==> config.mk <==
export PLATFORM = sky130hd
export DESIGN_NAME = wbck_arb
export DESIGN_NICKNAME = d
export VERILOG_FILES = /design/src/rtl/cirno_core_pkg.sv /design/src/rtl/wbck_longp_fifo.sv /design/src/rtl/wbck_arb.sv
export SDC_FILE = /design/constraint.sdc
export NUM_CORES = 1
export LEC_CHECK = 0
export BUFFER_PORTS_ARGS = -buffer_cell sky130_fd_sc_hd__buf_2
export CAP_MARGIN = 20
export CORE_AREA = 8 8 90 112
export CTS_BUF_LIST = sky130_fd_sc_hd__clkbuf_16
export DETAILED_ROUTE_END_ITERATION = 10
export DIE_AREA = 0 0 98 120
export PLACE_DENSITY = 0.69
export SYNTH_ARGS = -nofsm -noshare
export SYNTH_HDL_FRONTEND = slang
export SYNTH_SLANG_ARGS = --single-unit
==> constraint.sdc <==
create_clock -name clk -period 3.9 [get_ports clk]
set_clock_uncertainty 0.1 [all_clocks]
set_input_delay 0.975 -clock clk [delete_from_list [all_inputs] [get_ports clk]]
set_output_delay 0.975 -clock clk [all_outputs]
set_load 0.03 [all_outputs]
==> src/rtl/cirno_core_pkg.sv <==
// cirno_core_pkg -- shared core definitions for the writeback path.
//
// Contents:
//   XLEN, RFIDX_W   : data width and register-index width
//   longp_entry_t   : one buffered long-path result {rdidx, wdat}
//   wbck_prio_e     : which writeback source wins the next contended cycle
package cirno_core_pkg;

  localparam int XLEN    = 32;
  localparam int RFIDX_W = 5;

  typedef struct packed {
    logic [RFIDX_W-1:0] rdidx;
    logic [XLEN-1:0]    wdat;
  } longp_entry_t;

  typedef enum logic {
    PRIO_LONGP = 1'b0,
    PRIO_ALU   = 1'b1
  } wbck_prio_e;

endpackage

==> src/rtl/wbck_longp_fifo.sv <==
// wbck_longp_fifo -- synchronous FIFO buffering long-path writeback results.
//
// Pointers carry one extra wrap bit so full and empty are distinguishable
// without a separate occupancy counter.
//
// Ports:
//   clk, rst_n   : clock, asynchronous active-low reset (pointers only)
//   wr_en_i      : enqueue wr_data_i (caller guarantees !full_o)
//   wr_data_i    : entry to enqueue
//   rd_en_i      : dequeue head (caller guarantees !empty_o)
//   rd_data_o    : current head entry
//   full_o       : no free entries
//   empty_o      : no valid entries
module wbck_longp_fifo
  import cirno_core_pkg::*;
#(
  parameter int DEPTH = 2
) (
  input  logic         clk,
  input  logic         rst_n,
  input  logic         wr_en_i,
  input  longp_entry_t wr_data_i,
  input  logic         rd_en_i,
  output longp_entry_t rd_data_o,
  output logic         full_o,
  output logic         empty_o
);

  localparam int AW = $clog2(DEPTH);

  logic [AW:0]  wptr_q, wptr_d;
  logic [AW:0]  rptr_q, rptr_d;
  longp_entry_t mem_q [DEPTH];

  logic do_wr;
  logic do_rd;

  assign full_o  = (wptr_q[AW] != rptr_q[AW]) &&
                   (wptr_q[AW-1:0] == rptr_q[AW-1:0]);
  assign empty_o = (wptr_q == rptr_q);

  assign do_wr = wr_en_i & ~full_o;
  assign do_rd = rd_en_i & ~empty_o;

  always_comb begin
    wptr_d = wptr_q;
    rptr_d = rptr_q;
    if (do_wr) wptr_d = wptr_q + 1'b1;
    if (do_rd) rptr_d = rptr_q + 1'b1;
  end

  always_ff @(posedge clk or negedge rst_n) begin
    if (!rst_n) begin
      wptr_q <= '0;
      rptr_q <= '0;
    end else begin
      wptr_q <= wptr_d;
      rptr_q <= rptr_d;
    end
  end

  // Storage is not reset: an entry is only observable once the write
  // pointer has passed it.
  always_ff @(posedge clk) begin
    if (do_wr) mem_q[wptr_q[AW-1:0]] <= wr_data_i;
  end

  assign rd_data_o = mem_q[rptr_q[AW-1:0]];

endmodule

==> src/rtl/wbck_arb.sv <==
// wbck_arb -- writeback arbiter for the integer register file write port.
//
// Merges the zero-latency ALU result with buffered long-path results
// (LSU / mul-div). Long-path results always go through the FIFO (no bypass).
// Under contention a round-robin prio flop alternates the winner.
//
// Optional feature: define CIRNO_WBCK_STALL_CNT_EN to add the
// wbck_alu_stall_cnt output (saturating count of ALU-valid-but-not-granted
// cycles).
//
// Ports:
//   clk, rst_n                       : clock, asynchronous active-low reset
//   alu_wbck_valid/ready             : ALU result handshake
//   alu_wbck_rdwen/rdidx/wdat        : ALU write enable, index, data
//   longp_wbck_valid/ready           : long-path result handshake (enqueue)
//   longp_wbck_rdidx/wdat            : long-path index, data
//   wbck_dest_wen/idx/dat            : register-file write port
//   wbck_alu_stall_cnt               : ALU stall counter (optional)
module wbck_arb
  import cirno_core_pkg::*;
#(
  parameter int LONGP_FIFO_DEPTH = 2
) (
  input  logic               clk,
  input  logic               rst_n,
  input  logic               alu_wbck_valid,
  output logic               alu_wbck_ready,
  input  logic               alu_wbck_rdwen,
  input  logic [RFIDX_W-1:0] alu_wbck_rdidx,
  input  logic [XLEN-1:0]    alu_wbck_wdat,
  input  logic               longp_wbck_valid,
  output logic               longp_wbck_ready,
  input  logic [RFIDX_W-1:0] longp_wbck_rdidx,
  input  logic [XLEN-1:0]    longp_wbck_wdat,
  output logic               wbck_dest_wen,
  output logic [RFIDX_W-1:0] wbck_dest_idx,
  output logic [XLEN-1:0]    wbck_dest_dat
`ifdef CIRNO_WBCK_STALL_CNT_EN
  ,
  output logic [31:0]        wbck_alu_stall_cnt
`endif
);

  longp_entry_t fifo_wr_data;
  longp_entry_t fifo_head;
  logic         fifo_full;
  logic         fifo_empty;

  wbck_prio_e   prio_q, prio_d;

  logic cand_f;
  logic cand_a;
  logic contend;
  logic grant_f;
  logic grant_a;
  logic longp_push;

  assign fifo_wr_data.rdidx = longp_wbck_rdidx;
  assign fifo_wr_data.wdat  = longp_wbck_wdat;

  wbck_longp_fifo #(
    .DEPTH (LONGP_FIFO_DEPTH)
  ) u_longp_fifo (
    .clk       (clk),
    .rst_n     (rst_n),
    .wr_en_i   (longp_push),
    .wr_data_i (fifo_wr_data),
    .rd_en_i   (grant_f),
    .rd_data_o (fifo_head),
    .full_o    (fifo_full),
    .empty_o   (fifo_empty)
  );

  // Readies and grants are gated by rst_n so nothing handshakes or writes
  // while reset is asserted, independent of input activity.
  assign longp_wbck_ready = rst_n & ~fifo_full;
  assign longp_push       = longp_wbck_valid & longp_wbck_ready;

  assign cand_f  = ~fifo_empty;
  assign cand_a  = alu_wbck_valid;
  assign contend = cand_f & cand_a;

  assign grant_f = rst_n & cand_f & (~cand_a | (prio_q == PRIO_LONGP));
  assign grant_a = rst_n & cand_a & ~grant_f;

  assign alu_wbck_ready = grant_a;

  // Round robin: on a contended cycle the winner is demoted.
  always_comb begin
    prio_d = prio_q;
    if (contend) prio_d = grant_f ? PRIO_ALU : PRIO_LONGP;
  end

  always_ff @(posedge clk or negedge rst_n) begin
    if (!rst_n) prio_q <= PRIO_LONGP;
    else        prio_q <= prio_d;
  end

  // With no grant idx/dat follow the ALU inputs; wen stays low.
  // Long-path entries always write unless targeting x0.
  always_comb begin
    wbck_dest_idx = alu_wbck_rdidx;
    wbck_dest_dat = alu_wbck_wdat;
    wbck_dest_wen = grant_a & alu_wbck_rdwen & (alu_wbck_rdidx != '0);
    if (grant_f) begin
      wbck_dest_idx = fifo_head.rdidx;
      wbck_dest_dat = fifo_head.wdat;
      wbck_dest_wen = (fifo_head.rdidx != '0);
    end
  end

`ifdef CIRNO_WBCK_STALL_CNT_EN
  logic [31:0] stall_cnt_q, stall_cnt_d;

  always_comb begin
    stall_cnt_d = stall_cnt_q;
    if (alu_wbck_valid && !alu_wbck_ready && (stall_cnt_q != 32'hFFFF_FFFF))
      stall_cnt_d = stall_cnt_q + 32'd1;
  end

  always_ff @(posedge clk or negedge rst_n) begin
    if (!rst_n) stall_cnt_q <= '0;
    else        stall_cnt_q <= stall_cnt_d;
  end

  assign wbck_alu_stall_cnt = stall_cnt_q;
`else
  // Stall counter not built in this configuration.
`endif

endmodule
==> parameters.txt <==
Parameter                              Value

Global routing
  Total grt overflow    0
  First-pass GRT wire length    11,700 µm
  Via count of the first global-routing pass    2,431
  Largest net degree at the start of global routing    44
  Initial antenna violation count    2
  Overall fraction of global-route tracks in use    0.126

Synthesis
  Area of the mapped netlist    3630 µm²
  Total number of yosys warnings    0
  Post-synthesis area per instance    18.6 µm²
  Post-Synthesis Net Count    274
  Synth cell types    25
  Instance count of the mapped netlist    195
  FF+latch count, synth    79
  Sequential cell area fraction in the yosys report    0.647

Status
  Result of the run    finished clean

Clock network
  Latest clock arrival within the worst-skew pair    0.32 ns
  Root buffer cell    clkbuf_16
  Clock-pin slew on the worst setup and hold paths    0.06 ns
  Cts bufs inserted    9
  Total clock sinks    79
  Post-cts hold buffer count    0
  Cts repair resizes    0
  Deepest clock path buffer count    2
  CTS tree    yes
  Count of H-tree levels built during CTS    3
  Post-CTS setup repair buffer count    0

Drt
  Number of detailed-route iterations in the first pass    4
  Vias per cell    4.89
  Number of DRC violations after detailed-routing iteration 0    120
  Routed len/inst    17.1 µm
  Count of unresolved DRC violations after routing    0
  Antenna viol nets, final    0
  Via count    2,078
  Total Routed Length    7270 µm

Final layout
  Count of non-filler cells in the finished layout    425
  Fin area    4650 µm²
  Area growth syn-to-layout    28.3%
  Fillers    710
  Number of nets at the end of the flow    398
  Fraction of final layout cells with drive strength greater than 1    0.673

Timing
  Crit path time final    3.36 ns
  Crit path setup slack, layout    0.542 ns
  Setup Viol. Count Final    0
  Hold violation count in the final report    0
  Part of the cycle the worst path needs    0.861
  Number of slew-limit violations in the final report    0
  Post-Route Setup TNS    0 ns
  Normalized max-slew margin    0.580
  Slew of the pin with the lowest slew margin    0.628 ns
  Max Clk Rate    298 MHz
  Setup repair after global routing missed its margin    no

Floorplan
  Effective utilization at floorplan    0.431
  Width of the chip    98 µm
  Total I/O pin count    119
  Std-Cell Core Area    8420 µm²
  Cell Rows    38
  Floorplan die area    11,800 µm²
  Die H    120 µm

Setup path
  Crit end category    output port
  Category of the critical setup timing path    in2out
  Worst Path Buf+Inv    3
  Arrival time reported for the critical path endpoint    2.28 ns
  Ordered cell list for the critical path    buf_2 > o211a_4 > buf_4 > mux2_4 > buf_2
  Largest driver fanout on the critical path    22
  Worst stage delay on the critical path    0.36 ns
  Cell family with most CP delay    buffers and inverters
  Cell mode on critical path    buf_2
  Data required time at the worst endpoint    2.82 ns
  Cell with the largest stage delay on the worst path    buf_4
  Setup crit start kind    primary input

Placed design
  Post-placement worst setup slack    0.518 ns
  Number of cells in the design after placement    408
  Cell Area, Placed    4340 µm²
  GP Congestion    0.698
  Number of port buffers    118
  Half-perimeter wire length after placement    5400 µm

Power and ir drop
  LEAKAGE    1.90 nW
  Power density cells    778 nW/µm²
  Worst-case vdd ir drop    0.000312 V
  Post-layout power    3.62 mW

Hold path
  Worst hold path type    in2async

Run
  Count of maximum capacitance violations    0
cell usage in the layout (no fill, tap or decap), types with 3 or more instances in the layout:
cell,netlist,final
nand2_1,4,4
mux2_2,39,39
dfrtp_1,5,4
clkbuf_16,0,9
nor2_1,4,4
mux2_4,37,37
xor2_1,3,3
buf_2,2,118
buf_4,0,3
edfxtp_1,74,74
logic make-up after synthesis:
family                 count (synthesis)  synth area share
XOR/XNOR                               6            0.0166
flip-flops                            79             0.647
multiplexers                          77             0.277
buffers and inverters                 11            0.0224
AND/OR/NAND/NOR                       14            0.0193
AO/OA/AOI/OAI                          8            0.0176
layer usage:
| layer | part of all wire | GRT usage | vias to the layer above |
|---|---|---|---|
| li1 | - | - | 1009 |
| met1 | 0.36 | 0.121 | 998 |
| met2 | 0.56 | 0.237 | 59 |
| met3 | 0.069 | 0.0475 | 10 |
| met4 | 0.012 | 0.0469 | 2 |
| met5 | 0.0018 | 0 | - |
stage by stage:
stage	hold slack, ns	util
after floorplan	0.403	-
after global routing	0.399	0.553
after global placement	0.414	0.515
after CTS	0.391	0.553
final	0.400	0.553
after detailed placement	0.435	0.515
worst paths after layout:
path / startpoint / to / slack, ns / cells after the start
setup reg to reg: u_longp_fifo.rptr_q[0] / u_longp_fifo.mem_q[0][13] / 1.30 / 5
setup / recovery: rst_n / wbck_dest_dat[27] / 0.54 / 5
max in group asynchronous: rst_n / u_longp_fifo.rptr_q[0] / 3.10 / 1
hold / removal: rst_n / u_longp_fifo.wptr_q[1] / 0.40 / 1
hold reg to reg: u_longp_fifo.rptr_q[1] / u_longp_fifo.rptr_q[1] / 0.45 / 1
min in group clk: u_longp_fifo.rptr_q[1] / u_longp_fifo.rptr_q[1] / 0.45 / 1
power by group:
group / switching, mW / internal [mW] / total (mW) / leakage [nW]
Clock: 0.303 / 0.555 / 0.858 / 0.154
Combinational: 0.885 / 0.716 / 1.60 / 1.01
Sequential: 0.0604 / 1.10 / 1.16 / 0.735
cells in the mapped netlist (all sizes together):
master / instances / area [µm²]
o21ai: 2 / 10.0
xnor2: 2 / 17.5
mux2: 76 / 995
nand2: 4 / 15.0
or4: 1 / 7.51
nor2: 4 / 15.0
o2111ai: 2 / 17.5
nor2b: 1 / 6.26
buf: 7 / 66.3
mux2i: 1 / 10.0
dfrtp: 5 / 125
a21oi: 2 / 10.0
nor4: 1 / 6.26
inv: 1 / 3.75
nor4b: 1 / 8.76
nand3: 1 / 5.00
and2: 1 / 6.26
edfxtp: 74 / 2220
o211a: 1 / 17.5
clkbuf: 3 / 11.3
xor2: 4 / 42.6
a22o: 1 / 8.76
state kept, by name (all words and copies together) (netlist names):
register,count
u_longp_fifo.mem_q,74
prio_q,1
u_longp_fifo.rptr_q,2
u_longp_fifo.wptr_q,2
cell type report:
cell class | count | area (µm²) | area share
clock inverter | 7 | 88.8 | 0.0191
antenna | 1 | 2.50 | 0.000538
sequential | 79 | 2350 | 0.505
multi-input combinational | 105 | 1210 | 0.259
tap | 100 | 125 | 0.0269
inverter | 1 | 3.75 | 0.000806
timing repair buffer | 123 | 653 | 0.140
clock buffer | 9 | 225 | 0.0484
Note: power is estimated with default switching activity, not from simulation.
